### config.mk
export PLATFORM = sky130hd
export DESIGN_NAME = line_bram_writer
export DESIGN_NICKNAME = d
export VERILOG_FILES = /design/src/rtl/line_bram_writer.sv
export SDC_FILE = /design/constraint.sdc
export NUM_CORES = 1
export LEC_CHECK = 0
export BUFFER_PORTS_ARGS = -buffer_cell sky130_fd_sc_hd__buf_2
export CAP_MARGIN = 20
export CORE_AREA = 2 2 73 75
export CTS_BUF_LIST = sky130_fd_sc_hd__clkbuf_16
export DETAILED_ROUTE_END_ITERATION = 6
export DIE_AREA = 0 0 75 77
export PLACE_DENSITY = 0.73
export SYNTH_ARGS = -nofsm -noshare
export SYNTH_HDL_FRONTEND = slang
export SYNTH_SLANG_ARGS = --single-unit
### constraint.sdc
create_clock -name clk -period 1.6 [get_ports clk]
set_clock_uncertainty 0.05 [all_clocks]
set_input_delay 0.32 -clock clk [delete_from_list [all_inputs] [get_ports clk]]
set_output_delay 0.32 -clock clk [all_outputs]
set_load 0.01 [all_outputs]
### src/rtl/line_bram_writer.sv
// line_bram_writer: producer side of a ping-pong VGA line buffer.
// Accepts an RGB444 pixel stream and writes one pixel per 16-bit BRAM word
// into the bank selected by wr_bank; the bank flips on each line_sync.
// Optional feature macro: LINE_WRITER_UNDERRUN_CNT_EN builds a saturating
// 16-bit underrun counter; without it underrun_cnt is tied to zero.
module line_bram_writer #(
   parameter int LINE_PIXELS     = 640,
   parameter int LINES_PER_FRAME = 480,
   parameter int ADDR_W          = 13
) (
   input  logic              clk,
   input  logic              reset,
   input  logic              line_sync,
   input  logic              frame_sync,
   input  logic [11:0]       s_pix_data,
   input  logic              s_pix_valid,
   output logic              s_pix_ready,
   output logic              bram_en,
   output logic              bram_we,
   output logic [ADDR_W-1:0] bram_addr,
   output logic [15:0]       bram_din,
   output logic              wr_bank,
   output logic              line_full,
   output logic              underrun,
   output logic [15:0]       underrun_cnt
);

   localparam int LC_W = $clog2(LINES_PER_FRAME + 1);

   typedef enum logic [1:0] {IDLE, FILL, WAIT} state_t;

   state_t          state;
   logic [9:0]      pix_cnt;
   logic [LC_W-1:0] line_cnt;
   logic [LC_W-1:0] line_nxt;
   logic            accept;
   logic            last_pix;
   logic            frame_done;
   logic            underrun_evt;

   // Saturating increment for the underrun counter.
   function automatic logic [15:0] sat_inc(input logic [15:0] v);
      return (v == 16'hFFFF) ? v : v + 16'd1;
   endfunction

   assign s_pix_ready  = (state == FILL);
   assign accept       = s_pix_valid & s_pix_ready;
   assign last_pix     = (pix_cnt == 10'(LINE_PIXELS - 1));
   assign line_nxt     = line_cnt + LC_W'(1);
   assign frame_done   = (line_nxt == LC_W'(LINES_PER_FRAME));
   // A swap is only an underrun if the line was not completed in the same cycle;
   // frame_sync takes precedence and never flags an underrun.
   assign underrun_evt = (state == FILL) & line_sync & ~frame_sync & ~(accept & last_pix);

   // Control FSM plus registered BRAM write port.
   always_ff @(posedge clk) begin
      if (reset) begin
         state     <= IDLE;
         wr_bank   <= 1'b0;
         pix_cnt   <= '0;
         line_cnt  <= '0;
         bram_en   <= 1'b0;
         bram_we   <= 1'b0;
         bram_addr <= '0;
         bram_din  <= '0;
         line_full <= 1'b0;
         underrun  <= 1'b0;
      end else begin
         bram_en   <= 1'b0;
         bram_we   <= 1'b0;
         line_full <= 1'b0;
         // An accepted pixel is always written, even if the same cycle swaps banks.
         if (accept) begin
            bram_en   <= 1'b1;
            bram_we   <= 1'b1;
            bram_addr <= {{(ADDR_W-11){1'b0}}, wr_bank, pix_cnt};
            bram_din  <= {4'h0, s_pix_data};
            line_full <= last_pix;
         end
         if (underrun_evt)
            underrun <= 1'b1;
         if (frame_sync) begin
            state    <= FILL;
            wr_bank  <= 1'b0;
            pix_cnt  <= '0;
            line_cnt <= '0;
         end else begin
            case (state)
               FILL: begin
                  if (line_sync) begin
                     wr_bank  <= ~wr_bank;
                     pix_cnt  <= '0;
                     line_cnt <= line_nxt;
                     state    <= frame_done ? IDLE : FILL;
                  end else if (accept) begin
                     if (last_pix) begin
                        pix_cnt <= '0;
                        state   <= WAIT;
                     end else begin
                        pix_cnt <= pix_cnt + 10'd1;
                     end
                  end
               end
               WAIT: begin
                  if (line_sync) begin
                     wr_bank  <= ~wr_bank;
                     line_cnt <= line_nxt;
                     state    <= frame_done ? IDLE : FILL;
                  end
               end
               default: ;
            endcase
         end
      end
   end

`ifdef LINE_WRITER_UNDERRUN_CNT_EN
   logic [15:0] ucnt;

   // Count underrun events, holding at all-ones.
   always_ff @(posedge clk) begin
      if (reset)
         ucnt <= '0;
      else if (underrun_evt)
         ucnt <= sat_inc(ucnt);
   end

   assign underrun_cnt = ucnt;
`else
   assign underrun_cnt = 16'h0000;
`endif

endmodule

==> results of run 1 <==
==> layout make-up <==
cell class | instances | area [um^2] | share of cell area
well taps | 70 | 87.6 | 0.0320
clock buffers | 5 | 125 | 0.0457
clock inverters | 3 | 42.5 | 0.0155
inverters | 2 | 7.51 | 0.00274
repair buffers | 67 | 390 | 0.143
flip-flops and latches | 48 | 963 | 0.352
multi-input cells | 204 | 1120 | 0.409
==> critical path: cells and delay by family, from the launching register on <==
family | cells | cell delay [ns]
flip-flops | 1 | 0.33
adder cells (fa/ha/maj) | 1 | 0.25
buffers and inverters | 3 | 0.33
==> power by group through the flow <==
stage	Sequential (uW)	Clock [uW]	Combinational [uW]
after global placement	1250	0	209
after detailed placement	1260	0	211
after global routing	1230	1250	246
final	1230	1180	219
after CTS	1230	1190	214
after floorplan	1260	0	164
==> repair_timing <==
item	CTS	global route
endpoints found under the setup margin	1	13
gates resized for setup	1	12
cloned	0	0
pin swaps	0	2
==> per-layer routing <==
layer	vias to the layer above	global-route usage
met5	-	0
met3	11	0.0552
li1	976	-
met2	53	0.260
met4	0	0.0643
met1	847	0.217
==> synthesized netlist by cell type (2+ instances only) <==
| cell | number |
|---|---|
| nand2_1 | 57 |
| dfxtp_1 | 48 |
| a21oi_1 | 30 |
| buf_4 | 24 |
| nor2_1 | 24 |
| xor2_1 | 10 |
| nand3_1 | 9 |
| clkbuf_1 | 8 |
| nand4_1 | 6 |
| buf_2 | 5 |
| xnor2_1 | 5 |
| ha_1 | 4 |
| a311oi_1 | 3 |
| and2_1 | 3 |
| o21ai_0 | 3 |
| and3_1 | 2 |
| and4_1 | 2 |
| inv_1 | 2 |
| nand4b_1 | 2 |
| nor3_1 | 2 |
| o21a_1 | 2 |
| or3_1 | 2 |
==> how the worst max path moves through the flow <==
stage	startpoint	to	slack [ns]	depth (start not counted)
after global placement	state[0]$_SDFFE_PP0P_	line_cnt[7]$_SDFFE_PP0P_	0.07	6
after detailed placement	state[0]$_SDFFE_PP0P_	line_cnt[3]$_SDFFE_PP0P_	0.03	5
after floorplan	state[0]$_SDFFE_PP0P_	state[1]$_SDFFE_PP0P_	0.04	5
after global routing	pix_cnt[0]$_SDFFE_PP0P_	state[1]$_SDFFE_PP0P_	-0.04	5
after CTS	state[0]$_SDFFE_PP0P_	line_cnt[7]$_SDFFE_PP0P_	0.01	6
final	state[1]$_SDFFE_PP0P_	s_pix_ready	0.04	4
==> flip-flops by register name (all words and copies together), names as in the netlist <==
register / flops
bram_addr: 11
bram_din: 12
bram_we: 1
line_cnt: 9
line_full: 1
pix_cnt: 10
state: 2
underrun: 1
wr_bank: 1
==> cells by family after synthesis <==
| family | after synthesis | share of synthesized area |
|---|---|---|
| adder cells (fa/ha/maj) | 4 | 0.0225 |
| XOR/XNOR | 15 | 0.0592 |
| buffers and inverters | 40 | 0.114 |
| other | 1 | 0.00169 |
| AO/OA/AOI/OAI | 44 | 0.114 |
| AND/OR/NAND/NOR | 119 | 0.255 |
| flip-flops | 48 | 0.433 |
==> metrics by stage <==
stage / util / TNS (ns) / worst slack (ns)
2_1_floorplan: - / 0 / 0.0433
3_3_place_gp: 0.509 / 0 / 0.0705
3_5_place_dp: 0.509 / 0 / 0.0295
4_1_cts: 0.543 / 0 / 0.0148
5_1_grt: 0.550 / -0.0609 / -0.0379
6_report: 0.550 / 0 / 0.0416
==> flow_metrics.py, run 1 <==
metrics = {
    "critical_path": {
        "path_cells": "inv_1 -> ha_2 -> buf_4 -> buf_2",
        "reg2reg_from": "pix_cnt[0]$_SDFFE_PP0P_",
        "reg2regPathDepth": 5,
        "worstSetupStartpointType": "flip-flop",
        "slowest_stage": "dfxtp_2",
        "crit_path_max_incr_delay_ns": 0.33,
        "crit_required_ns": 1.23,
        "criticalPathCategory": "flip-flop to output pin",
        "cp.arrival_ns": 1.19,
        "critPathCaptureType": "output pin",
        "rrSetupSlack_ns": 0.07,
        "r2r-end": "state[1]$_SDFFE_PP0P_",
        "worst-path-max-fanout": 8,
    },
    "floorplan": {
        "fp.dieW_um": 75,
        "initial_core_util": 0.446,
        "fp-row-count": 26,
        "ios": 68,
        "core_um2": 4980,
        "die_h_um": 77,
        "die-area_um2": 5780,
    },
    "place": {
        "place_area_um2": 2530,
        "dp_cells": 391,
        "hpwl_um": 3350,
        "gp_congestion": 0.844,
        "io_buffers": 45,
    },
    "timing": {
        "setup_viol": 0,
        "drv_slew": 0,
        "finalCritPeriodShare": 0.974,
        "period_minus_slack_ns": 1.56,
        "hold_viol": 0,
        "timing.fmax_mhz": 642,
        "hold-worst-slack_ns": 0.192,
        "rsz0062_at_grt": "true",
    },
    "hold_path": {
        "min_to": "state[0]$_SDFFE_PP0P_",
        "min_path_type": "primary input to flip-flop",
        "worst_hold_path.num_cells": 2,
        "min-delay-start": "reset",
    },
    "layout": {
        "fin_nets": 349,
        "drive_gt1_frac": 0.271,
        "layout_commonest_cell": "nand2_1",
        "final-instance-count-excl-fill": 399,
        "design_area_um2": 2740,
        "final_cell_mix": "nand2_1 (56), dfxtp_1 (46), buf_2 (45), a21oi_1 (30), nor2_1 (24)",
        "fill_cells": 469,
        "n_antenna_cell": 0,
        "syn_to_final_growth_pct": 23.3,
    },
    "logic_synthesis": {
        "syn_area_um2": 2220,
        "yosys_warnings": 0,
        "synth_cell_type_count": 40,
        "yosysTopAreaCell": "dfxtp_1",
        "ys.flop_type": "dfxtp_1",
        "ys_ff_latch": 48,
        "synth_area_leaders": "dfxtp_1 (43%), nand2_1 (9.6%), buf_4 (8.1%)",
        "yosysSeqAreaShare": 0.433,
        "async_reset_ff_frac": 0,
        "yosysTopAreaCellShare": 0.433,
        "syn_area_per_cell_um2": 8.19,
        "synth_edf_count": 0,
        "synthCells": 271,
    },
    "routing": {
        "drc": 0,
        "routed-wl-met3_um": 251,
        "wl_per_cell_um": 11.7,
        "top_layer": "met4",
        "ant_nets": 0,
        "met1_length_um": 2100,
        "route.met2.wl_um": 2240,
        "dr.first_iter.drc_count": 71,
        "vias_per_cell": 4.73,
        "dr_total_vias": 1887,
        "dr.pass1.iters": 4,
        "routed_wl_um": 4680,
    },
    "grt": {
        "grt_pass1_vias": 1756,
        "grt_max_degree": 27,
        "grt_pass1_wl_um": 7660,
        "grt_usage": 0.169,
        "antenna_found_initial": 0,
        "grt-ovfl-total": 0,
    },
    "power_and_ir_drop": {
        "powerDensity_nw_per_um2": 962,
        "p_sw_uw": 598,
        "ir_worst_vdd_mv": 0.493,
        "clockPowerShare": 0.450,
        "comb_power_share": 0.083,
        "p_sw_frac": 0.227,
        "p_total_uw": 2630,
        "seqPwrFrac": 0.467,
        "power.internal_uw": 2030,
        "p_leak_uw": 0.00115,
    },
    "cts": {
        "cts_hold_buf": 0,
        "cts_root_buffer": "clkbuf_16",
        "cts_tree": "done",
        "cts_sinks": 48,
        "clkTransAtPathRegs_ns": 0.06,
        "cts_max_level": 2,
        "clk_latency_ns": 0.29,
        "clock_path_buffers": 2,
        "cts_setup_buffers": 0,
        "cts_buffers": 5,
    },
    "job": {
        "drv_cap": 0,
    },
    "run_status": {
        "run_status": "finished, final reports clean",
    },
}
Note: power is estimated with default switching activity, not from simulation.
==> run 2: changes to the inputs <==
--- a/config.mk
+++ b/config.mk
@@ -11,7 +11,7 @@
 export CTS_BUF_LIST = sky130_fd_sc_hd__clkbuf_16
 export DETAILED_ROUTE_END_ITERATION = 6
 export DIE_AREA = 0 0 75 77
-export PLACE_DENSITY = 0.73
+export PLACE_DENSITY = 0.74
 export SYNTH_ARGS = -nofsm -noshare
 export SYNTH_HDL_FRONTEND = slang
 export SYNTH_SLANG_ARGS = --single-unit
==> flow_metrics.py, run 2 (synthesis gave the netlist of run 1 again) <==
metrics = {
    "layout": {
        "reg_top3": "bram_din (12), bram_addr (11), pix_cnt (10)",
        "drive_gt1_frac": 0.267,
        "syn_to_final_growth_pct": 22.8,
        "final-instance-count-excl-fill": 400,
        "largest_reg_flops": 12,
        "n_antenna_cell": 0,
        "design_area_um2": 2730,
        "largest_register": "bram_din",
        "final_cell_mix": "nand2_1 (56), dfxtp_1 (46), buf_2 (45), a21oi_1 (30), nor2_1 (24)",
        "fin_nets": 350,
        "layout_commonest_cell": "nand2_1",
        "fill_cells": 485,
    },
    "timing": {
        "period_minus_slack_ns": 1.54,
        "setup_viol": 0,
        "drv_slew": 0,
        "finalCritPeriodShare": 0.963,
        "timing.fmax_mhz": 649,
        "tns_ns": 0,
        "hold_viol": 0,
        "rsz0062_at_grt": "true",
    },
    "critical_path": {
        "worst-path-max-fanout": 7,
        "reg2reg_from": "pix_cnt[1]$_SDFFE_PP0P_",
        "worstSetupStartpointType": "flip-flop",
        "critPathCaptureType": "output pin",
        "crit_path_max_incr_delay_ns": 0.35,
        "rrSetupSlack_ns": 0.07,
        "r2r-end": "state[1]$_SDFFE_PP0P_",
        "reg2regPathDepth": 5,
        "cp_top_family": "flip-flops",
        "criticalPathCategory": "flip-flop to output pin",
        "path_cells": "inv_1 -> ha_2 -> buf_4 -> buf_2",
        "cp.arrival_ns": 1.17,
        "slowest_stage": "dfxtp_2",
        "critPathBufInv": 3,
        "crit_required_ns": 1.23,
    },
    "grt": {
        "antenna_found_initial": 0,
        "grt_max_degree": 25,
        "grt_usage": 0.170,
        "grt_pass1_vias": 1800,
        "grt-ovfl-total": 0,
        "grt_pass1_wl_um": 7790,
    },
    "routing": {
        "dr_total_vias": 1919,
        "drc": 0,
        "dr.pass1.iters": 4,
        "ant_nets": 0,
        "vias_per_cell": 4.80,
        "routed_wl_um": 4590,
        "dr.first_iter.drc_count": 101,
        "wl_per_cell_um": 11.5,
    },
    "floorplan": {
        "fp.dieW_um": 75,
        "die_h_um": 77,
        "fp-row-count": 26,
        "initial_core_util": 0.446,
        "ios": 68,
        "die-area_um2": 5780,
        "core_um2": 4980,
    },
    "cts": {
        "cts_max_level": 2,
        "clk_latency_ns": 0.28,
        "clock_path_buffers": 2,
        "cts_hold_buf": 0,
        "clkTransAtPathRegs_ns": 0.06,
        "cts_root_buffer": "clkbuf_16",
        "cts_tree": "done",
        "cts_buffers": 5,
        "cts_sinks": 48,
    },
    "job": {
        "drv_cap": 0,
    },
    "hold_path": {
        "worst_hold_path.num_cells": 3,
        "min_path_type": "primary input to flip-flop",
        "min_to": "bram_din[2]$_SDFFE_PP0P_",
        "min-delay-start": "s_pix_data[2]",
    },
    "place": {
        "gp_congestion": 0.860,
        "io_buffers": 45,
        "hpwl_um": 3360,
        "dp_cells": 392,
        "place_area_um2": 2550,
    },
    "power_and_ir_drop": {
        "ir_worst_vdd_mv": 0.547,
        "powerDensity_nw_per_um2": 901,
        "p_leak_uw": 0.00114,
    },
    "run_status": {
        "run_status": "finished, final reports clean",
    },
}
[run 2: worst max path at each step]
stage          cells past startpoint  slack (ns)                  start                  endpoint
2_1_floorplan                      5        0.04  state[0]$_SDFFE_PP0P_     state[1]$_SDFFE_PP0P_
3_3_place_gp                       6        0.07  state[0]$_SDFFE_PP0P_  line_cnt[7]$_SDFFE_PP0P_
3_5_place_dp                       5      -0.004  state[0]$_SDFFE_PP0P_  line_cnt[3]$_SDFFE_PP0P_
4_1_cts                            4        0.03  state[1]$_SDFFE_PP0P_               s_pix_ready
5_1_grt                            4       -0.01  state[1]$_SDFFE_PP0P_               s_pix_ready
6_report                           4        0.06  state[1]$_SDFFE_PP0P_               s_pix_ready
[run 2: repair_timing]
action | in CTS | in global routing
setup endpoints to repair | 5 | 7
gates resized for setup | 4 | 5
setup buffers | 0 | 0
gates cloned | 0 | 0
[run 2: area by class of cell]
| cell class | instances | area (um^2) | area share |
|---|---|---|---|
| clock buffers | 5 | 125 | 0.0459 |
| well taps | 70 | 87.6 | 0.0321 |
| repair buffers | 68 | 410 | 0.151 |
| clock inverters | 3 | 18.8 | 0.00689 |
| inverters | 2 | 7.51 | 0.00275 |
| flip-flops and latches | 48 | 966 | 0.354 |
| multi-input cells | 204 | 1110 | 0.407 |
[run 2: stage by stage]
stage,setup slack [ns],hold slack (ns),power (uW),utilization
after floorplan,0.0433,0.399,1430,-
after global placement,0.0683,0.390,1470,0.513
after detailed placement,-0.00411,0.394,1470,0.513
after CTS,0.0282,0.215,2480,0.545
after global routing,-0.0114,0.219,2580,0.548
final,0.0592,0.217,2460,0.548
[run 2: layer usage]
metal	GRT usage	vias to the layer above	part of all wire
met4	0.0268	0	0.0065
met3	0.0526	6	0.043
li1	-	980	-
met5	0	-	0
met1	0.214	893	0.46
met2	0.285	40	0.49
[run 2: worst reg2reg max path, cell delays in order (launching register included)]
cell and delay, ns:
dfxtp_1 0.34, ha_1 0.16, and3_2 0.25, nand3_2 0.09, or4_1 0.41, a21oi_1 0.17
[run 2: where the power goes]
part           total, uW  switching (uW)  internal (uW)
Sequential          1230            12.3           1220
Clock               1000             431            573
Combinational        224             139           85.4
